[src/rtl/key_vault_pkg.sv]
// Shared types and mixing helpers for the multi-slot DNA-bound key vault.
package key_vault_pkg;

    localparam int KV_KEY_WIDTH = 128;
    localparam int KV_DNA_WIDTH = 57;
    localparam int ROT_L        = 13;
    localparam int SHR          = 7;

    typedef enum logic [2:0] {
        S_READ   = 3'd0,
        S_CHECK  = 3'd1,
        S_READY  = 3'd2,
        S_DERIVE = 3'd3,
        S_ZERO   = 3'd4,
        S_LOCKED = 3'd5
    } kv_state_e;

    // DNA repeated from bit 0 upward, upper copy truncated at the key width.
    function automatic logic [KV_KEY_WIDTH-1:0] dna_expand(input logic [KV_DNA_WIDTH-1:0] dna);
        logic [KV_KEY_WIDTH-1:0] d;
        for (int i = 0; i < KV_KEY_WIDTH; i++) begin
            d[i] = dna[i % KV_DNA_WIDTH];
        end
        return d;
    endfunction

    function automatic logic [KV_KEY_WIDTH-1:0] kv_mix_round(input logic [KV_KEY_WIDTH-1:0] x,
                                                             input logic [KV_KEY_WIDTH-1:0] d,
                                                             input logic [7:0]              i);
        return ((x << ROT_L) | (x >> (KV_KEY_WIDTH - ROT_L))) ^ (x >> SHR) ^ d
               ^ {(KV_KEY_WIDTH / 8){i}};
    endfunction

endpackage

[src/rtl/dna_reader.sv]
// DNA_PORT read/shift sequencer and capture shift register; runs while start is held.
module dna_reader #(
    parameter int DNA_WIDTH = 57
) (
    input  logic                 clk,
    input  logic                 rst,
    input  logic                 start,
    input  logic                 dna_dout,
    output logic                 dna_read,
    output logic                 dna_shift,
    output logic                 done,
    output logic [DNA_WIDTH-1:0] dna
);
    localparam int CNT_W = $clog2(DNA_WIDTH);

    logic [CNT_W-1:0]     bit_cnt;
    logic [DNA_WIDTH-1:0] dna_sr;

    // Asserted during the cycle whose closing edge captures the final bit.
    assign done = dna_shift && (bit_cnt == CNT_W'(DNA_WIDTH - 1));
    assign dna  = dna_sr;

    always_ff @(posedge clk) begin
        if (rst) begin
            dna_read  <= 1'b0;
            dna_shift <= 1'b0;
            bit_cnt   <= '0;
            dna_sr    <= '0;
        end else if (!start) begin
            dna_read  <= 1'b0;
            dna_shift <= 1'b0;
            bit_cnt   <= '0;
        end else if (dna_read) begin
            dna_read  <= 1'b0;
            dna_shift <= 1'b1;
        end else if (dna_shift) begin
            dna_sr <= {dna_sr[DNA_WIDTH-2:0], dna_dout};
            if (done) begin
                dna_shift <= 1'b0;
            end else begin
                bit_cnt <= bit_cnt + 1'b1;
            end
        end else begin
            dna_read <= 1'b1;
            bit_cnt  <= '0;
        end
    end

endmodule

[src/rtl/key_vault_mslot.sv]
// Multi-slot DNA-bound key vault: DNA verification, write-only slots, per-slot key derivation.
//   state    | meaning
//   S_READ   | reading device DNA from DNA_PORT
//   S_CHECK  | compare captured DNA with golden
//   S_READY  | accept key writes and derive requests
//   S_DERIVE | one mix round per cycle
//   S_ZERO   | clear one slot per cycle
//   S_LOCKED | terminal until reset
module key_vault_mslot
    import key_vault_pkg::*;
#(
    parameter int  KEY_WIDTH  = KV_KEY_WIDTH,
    parameter int  DNA_WIDTH  = KV_DNA_WIDTH,
    parameter int  NUM_SLOTS  = 4,
    parameter int  MIX_ROUNDS = 4,
    parameter int  MAX_FAIL   = 3,
    localparam int SLOT_W     = $clog2(NUM_SLOTS)
) (
    input  logic                 clk,
    input  logic                 rst,
    output logic                 dna_read,
    output logic                 dna_shift,
    input  logic                 dna_dout,
    input  logic [DNA_WIDTH-1:0] golden_dna,
    input  logic                 wr_valid,
    output logic                 wr_ready,
    input  logic [SLOT_W-1:0]    wr_slot,
    input  logic [KEY_WIDTH-1:0] wr_key,
    input  logic                 rd_req,
    input  logic [SLOT_W-1:0]    rd_slot,
    output logic [KEY_WIDTH-1:0] key_out,
    output logic                 key_valid,
    output logic                 key_err,
    input  logic                 tamper_in,
    input  logic                 zeroize_req,
    output logic [2:0]           state_out,
    output logic                 system_locked,
    output logic [NUM_SLOTS-1:0] slot_valid,
    output logic [1:0]           fail_count,
    output logic [DNA_WIDTH-1:0] device_dna
);
    kv_state_e            state;
    logic [KEY_WIDTH-1:0] slots [NUM_SLOTS];
    logic [KEY_WIDTH-1:0] mix_x;
    logic [KEY_WIDTH-1:0] dna_key;
    logic [7:0]           round;
    logic [SLOT_W-1:0]    zero_idx;
    logic                 zero_tamper;
    logic                 dna_ok;
    logic                 abort;
    logic [1:0]           fail_next;
    logic                 rdr_done;
    logic [DNA_WIDTH-1:0] rdr_dna;

    dna_reader #(.DNA_WIDTH(DNA_WIDTH)) u_dna_reader (
        .clk       (clk),
        .rst       (rst),
        .start     (state == S_READ),
        .dna_dout  (dna_dout),
        .dna_read  (dna_read),
        .dna_shift (dna_shift),
        .done      (rdr_done),
        .dna       (rdr_dna)
    );

    assign dna_key       = dna_expand(device_dna);
    assign abort         = tamper_in | zeroize_req;
    assign fail_next     = (fail_count == 2'd3) ? 2'd3 : fail_count + 2'd1;
    assign state_out     = state;
    assign system_locked = (state == S_LOCKED);
    // Ready drops whenever a read or zeroize claims this cycle, so valid&ready always means stored.
    assign wr_ready      = (state == S_READY) && !rd_req && !abort;

    always_ff @(posedge clk) begin
        if (rst) begin
            state       <= S_READ;
            for (int i = 0; i < NUM_SLOTS; i++) slots[i] <= '0;
            slot_valid  <= '0;
            fail_count  <= '0;
            device_dna  <= '0;
            mix_x       <= '0;
            round       <= '0;
            zero_idx    <= '0;
            zero_tamper <= 1'b0;
            dna_ok      <= 1'b0;
            key_out     <= '0;
            key_valid   <= 1'b0;
            key_err     <= 1'b0;
        end else begin
            key_out   <= '0;
            key_valid <= 1'b0;
            key_err   <= 1'b0;
            if (abort && state != S_LOCKED && state != S_ZERO) begin
                state       <= S_ZERO;
                zero_idx    <= '0;
                zero_tamper <= tamper_in;
                mix_x       <= '0;
                round       <= '0;
            end else begin
                case (state)
                    S_READ: if (rdr_done) state <= S_CHECK;
                    S_CHECK: begin
                        if (rdr_dna == golden_dna || golden_dna == '0) begin
                            device_dna <= rdr_dna;
                            dna_ok     <= 1'b1;
                            state      <= S_READY;
                        end else begin
                            fail_count <= fail_next;
                            state      <= (int'(fail_next) >= MAX_FAIL) ? S_LOCKED : S_READ;
                        end
                    end
                    S_READY: begin
                        if (rd_req) begin
                            if (slot_valid[rd_slot]) begin
                                mix_x <= slots[rd_slot] ^ dna_key
                                         ^ {rd_slot, {(KEY_WIDTH - SLOT_W){1'b0}}};
                                round <= '0;
                                state <= S_DERIVE;
                            end else begin
                                key_err <= 1'b1;
                            end
                        end else if (wr_valid) begin
                            slots[wr_slot]      <= wr_key;
                            slot_valid[wr_slot] <= 1'b1;
                        end
                    end
                    S_DERIVE: begin
                        if (round == 8'(MIX_ROUNDS - 1)) begin
                            key_out   <= kv_mix_round(mix_x, dna_key, round);
                            key_valid <= 1'b1;
                            mix_x     <= '0;
                            round     <= '0;
                            state     <= S_READY;
                        end else begin
                            mix_x <= kv_mix_round(mix_x, dna_key, round);
                            round <= round + 8'd1;
                        end
                    end
                    S_ZERO: begin
                        slots[zero_idx]      <= '0;
                        slot_valid[zero_idx] <= 1'b0;
                        if (tamper_in) zero_tamper <= 1'b1;
                        if (zero_idx == SLOT_W'(NUM_SLOTS - 1)) begin
                            if (zero_tamper || tamper_in) state <= S_LOCKED;
                            else if (dna_ok)              state <= S_READY;
                            else                          state <= S_READ;
                        end else begin
                            zero_idx <= zero_idx + 1'b1;
                        end
                    end
                    S_LOCKED: state <= S_LOCKED;
                    default:  state <= S_LOCKED;
                endcase
            end
        end
    end

endmodule

[config.mk]
export PLATFORM = sky130hd
export DESIGN_NAME = key_vault_mslot
export DESIGN_NICKNAME = d
export VERILOG_FILES = /design/src/rtl/key_vault_pkg.sv /design/src/rtl/dna_reader.sv /design/src/rtl/key_vault_mslot.sv
export SDC_FILE = /design/constraint.sdc
export NUM_CORES = 2
export LEC_CHECK = 0
export BUFFER_PORTS_ARGS = -buffer_cell sky130_fd_sc_hd__buf_2
export CORE_MARGIN = 2
export CORE_UTILIZATION = 54
export CTS_CLUSTER_DIAMETER = 40
export DETAILED_ROUTE_END_ITERATION = 8
export PLACE_DENSITY = 0.86
export SYNTH_ARGS = -nofsm -noshare
export SYNTH_HDL_FRONTEND = slang
export SYNTH_SLANG_ARGS = --single-unit
[constraint.sdc]
create_clock -name clk -period 12.65 [get_ports clk]
set_clock_uncertainty 0.15 [all_clocks]
set_input_delay 3.795 -clock clk [delete_from_list [all_inputs] [get_ports clk]]
set_output_delay 3.795 -clock clk [all_outputs]
set_load 0.05 [all_outputs]
==> qor.txt <==
Slew margin rel. = 0.197
Mapped Avg Cell Area = 10.4 µm²
Fin cells = 5378
Core area = 76200 µm²
Reg power frac = 0.460
Area grow syn2layout = 15.8%
Synth Instances = 4009
Antenna violations before repair = 15
Io pins = 396
Post-CTS Setup Bufs = 0
CP peak stage delay = 0.28 ns
CP max stage cell = buf_2
Switch share = 0.242
P per Cell Area = 145 nW/µm²
Max IR drop VDD = 0.107 mV
WP data required = 8.70 ns
Max-cap violations = 0
Fin crit share = 0.678
Critical path cell sequence = buf_2 > nor3_1 > and2_1 > buf_2
Max Used Layer = met5
Final antenna-violating net count = 0
Full die area = 79600 µm²
Sink Count = 913
CP delay by family, top = buffers and inverters
Routed WL = 141000 µm
Post-synth EDFFs = 512
Clock Pin Slew Worst Setup and Hold Paths = 0.06 ns
Later-pin clock latency in the skew report = 0.73 ns
WS Path Type = primary input to output port
Final Hold Fails = 0
Clock power frac = 0.492
Fillers = 5571
RSZ-0062 raised after global routing = no
CP bufs+invs = 2
Slew @ Worst Pin = 1.21 ns
Initial core utilization = 0.548
Most Frequent Cell on Critical Path = buf_2
First-pass GRT wire length = 204000 µm
Syn nets = 4212
Placed Cells incl. Taps = 5149
H-tree Lvls = 3
Final setup viols = 0
CTS hold repair buffers = 0
Met2 Wirelength = 62600 µm
# resized after CTS = 0
Slew Viols, Final = 0
Die H = 282 µm
Post-layout min period = 8.57 ns
Share of synthesized registers carrying an async set or reset = 0
Register area = 23400 µm²
# DRC = 0
Mapped cell area = 41800 µm²
Input/output buffers = 395
Pleak = 18.4 nW
Layout Nets = 4442
Worst setup EP type = output port
Synth Register Bits = 913
GRT Residual Overflow = 0
Gp weighted congestion = 0.989
Largest net degree at the start of global routing = 130
Status = finished clean
GRT Resource Usage Total = 0.348
P_int = 5.33 mW
Setup TNS = 0 ns
Drt first pass iters = 8
Met1 wire length = 46600 µm
Hold slack = 0.323 ns
CP max FO = 7
Crit path launch type = primary input
Arrival time worst endpoint = 4.63 ns
Hold Crit Class = register to register
Clock buffer depth = 3
Met3 Routed Length = 20200 µm
Wirelength per Cell = 26.1 µm
CTS Root Cell = clkbuf_16
Vias in the first global route = 32460
Num CTS Buffers = 118
Fmax = 117 MHz
Fraction of layout cells with a size suffix above 1 = 0.183
Post-DP HPWL = 90800 µm
Initial DRC count = 5658
Psw = 1.70 mW
Gate power share = 0.049
Synth warn = 0
Cell Rows = 101
Post-DR vias/cell = 6.27
Area occupied by multi-input gates = 16600 µm²
Post-synthesis sequential area ratio = 0.560
Unique masters post-synth = 46
Ys flop type = edfxtp_1
CTS tree = yes
Routed via count = 33737
DIE WIDTH = 282 µm
-- final cells by class --
class | count | share of cell area
multi-input combinational | 2627 | 0.344
clock inverter | 89 | 0.0209
inverter | 142 | 0.0110
sequential | 913 | 0.484
tap | 1030 | 0.0267
timing repair buffer | 437 | 0.0482
clock buffer | 136 | 0.0650
antenna | 4 | 0.000207
-- cells by family after synthesis --
| family | synth area share |
|---|---|
| AOI/OAI and AO/OA | 0.104 |
| xor gates and xnor gates | 0.0935 |
| adders and majority gates | 0.00210 |
| buffers and inverters | 0.0450 |
| DFF | 0.560 |
| muxes | 0.0698 |
| and+or+nand+nor | 0.126 |
-- layer usage --
metal	vias to the layer above	track usage
met5	-	0.00916
li1	14328	-
met1	15892	0.424
met3	636	0.116
met2	2861	0.524
met4	20	0.238
-- through the flow --
stage	setup WS, ns	cell area (µm²)	power (mW)	utilization
2_1_floorplan	0.410	41800	3.50	-
3_3_place_gp	4.07	44200	3.61	0.580
3_5_place_dp	4.07	44200	3.62	0.580
4_1_cts	4.07	48300	7.03	0.634
5_1_grt	4.01	48400	7.18	0.635
6_report	4.08	48400	7.03	0.635
-- state kept, by name (all words and copies together), names as in the netlist --
name / flops
zero_tamper: 1
u_dna_reader.dna_read: 1
key_valid: 1
device_dna: 57
key_out: 128
state_out: 3
zero_idx: 2
key_err: 1
round: 8
u_dna_reader.bit_cnt: 6
fail_count: 2
mix_x: 128
u_dna_reader.dna: 57
slots: 512
u_dna_reader.dna_shift: 1
dna_ok: 1
slot_valid: 4
-- power by group through the flow --
stage               registers [mW]  clock network, mW  logic (mW)
finish                        3.23               3.46       0.343
global route                  3.24               3.59       0.359
CTS                           3.23               3.47       0.334
detailed placement            3.29                  0       0.331
global placement              3.29                  0       0.327
floorplan                     3.30                  0       0.201
-- synth_stat cells, types with 2 or more instances --
cell type | n | area (µm²)
o211ai_1 | 243 | 1820
a21oi_1 | 256 | 1280
xnor2_1 | 135 | 1180
a32oi_1 | 4 | 35.0
nor3b_1 | 2 | 15.0
o221ai_1 | 6 | 52.6
nor3_1 | 15 | 75.1
o22ai_1 | 2 | 12.5
a22oi_1 | 3 | 22.5
inv_1 | 142 | 533
nor2_1 | 544 | 2040
a211oi_1 | 4 | 30.0
clkbuf_1 | 166 | 623
nor4_1 | 27 | 169
edfxtp_1 | 512 | 15400
or2_2 | 2 | 12.5
buf_4 | 2 | 15.0
or3_1 | 3 | 18.8
o31ai_1 | 2 | 15.0
buf_2 | 88 | 440
mux4_2 | 129 | 2910
xor2_1 | 311 | 2720
and2_1 | 2 | 12.5
a221o_1 | 5 | 50.1
nand2b_1 | 6 | 37.5
buf_1 | 71 | 267
nor2b_1 | 4 | 25.0
ha_1 | 7 | 87.6
dfxtp_1 | 401 | 8030
nand3b_1 | 3 | 22.5
nand3_1 | 69 | 345
a31oi_1 | 3 | 18.8
o21ai_0 | 184 | 921
nand2_1 | 636 | 2390
and3_1 | 2 | 12.5
nand4_1 | 8 | 50.1
-- path summary, 6_finish.rpt --
| path | depth (start not counted) | from | slack, ns | endpoint |
|---|---|---|---|---|
| hold reg to reg | 2 | mix_x[5] | 0.32 | mix_x[5] |
| hold / removal | 2 | mix_x[5] | 0.32 | mix_x[5] |
| setup reg to reg | 9 | round[0] | 8.44 | mix_x[110] |
| setup / recovery | 4 | tamper_in | 4.08 | wr_ready |
-- worst register-to-register path: stages, from the launching register on --
cell and delay (ns):
dfxtp_1 0.31, buf_4 0.40, ha_1 0.31, nor4b_1 0.60, nand2_1 0.23, nand2_4 0.51, buf_4 0.79, o21ai_0 0.38
o211ai_1 0.27, a21oi_1 0.09
-- cells in the final DEF, fill, tap and decap left out, types with 4 or more instances in the layout --
cell	count
xor2_1	311
nand2_1	635
clkinv_8	6
clkinv_1	9
mux4_2	129
a211oi_1	4
nor2_1	541
nor2b_1	4
diode_2	4
bufinv_16	8
clkinv_4	13
o21ai_0	184
nor3_1	15
o221ai_1	6
edfxtp_1	512
clkinvlp_4	9
inv_6	18
clkbuf_1	9
nor4_1	26
ha_1	7
inv_1	142
o211ai_1	243
xnor2_1	135
inv_8	14
clkbuf_8	7
clkbuf_16	121
buf_4	42
dfxtp_1	400
buf_2	392
a221o_1	5
nand3_1	69
a21oi_1	255
nand4_1	8
clkinv_2	7
Note: power is estimated with default switching activity, not from simulation.
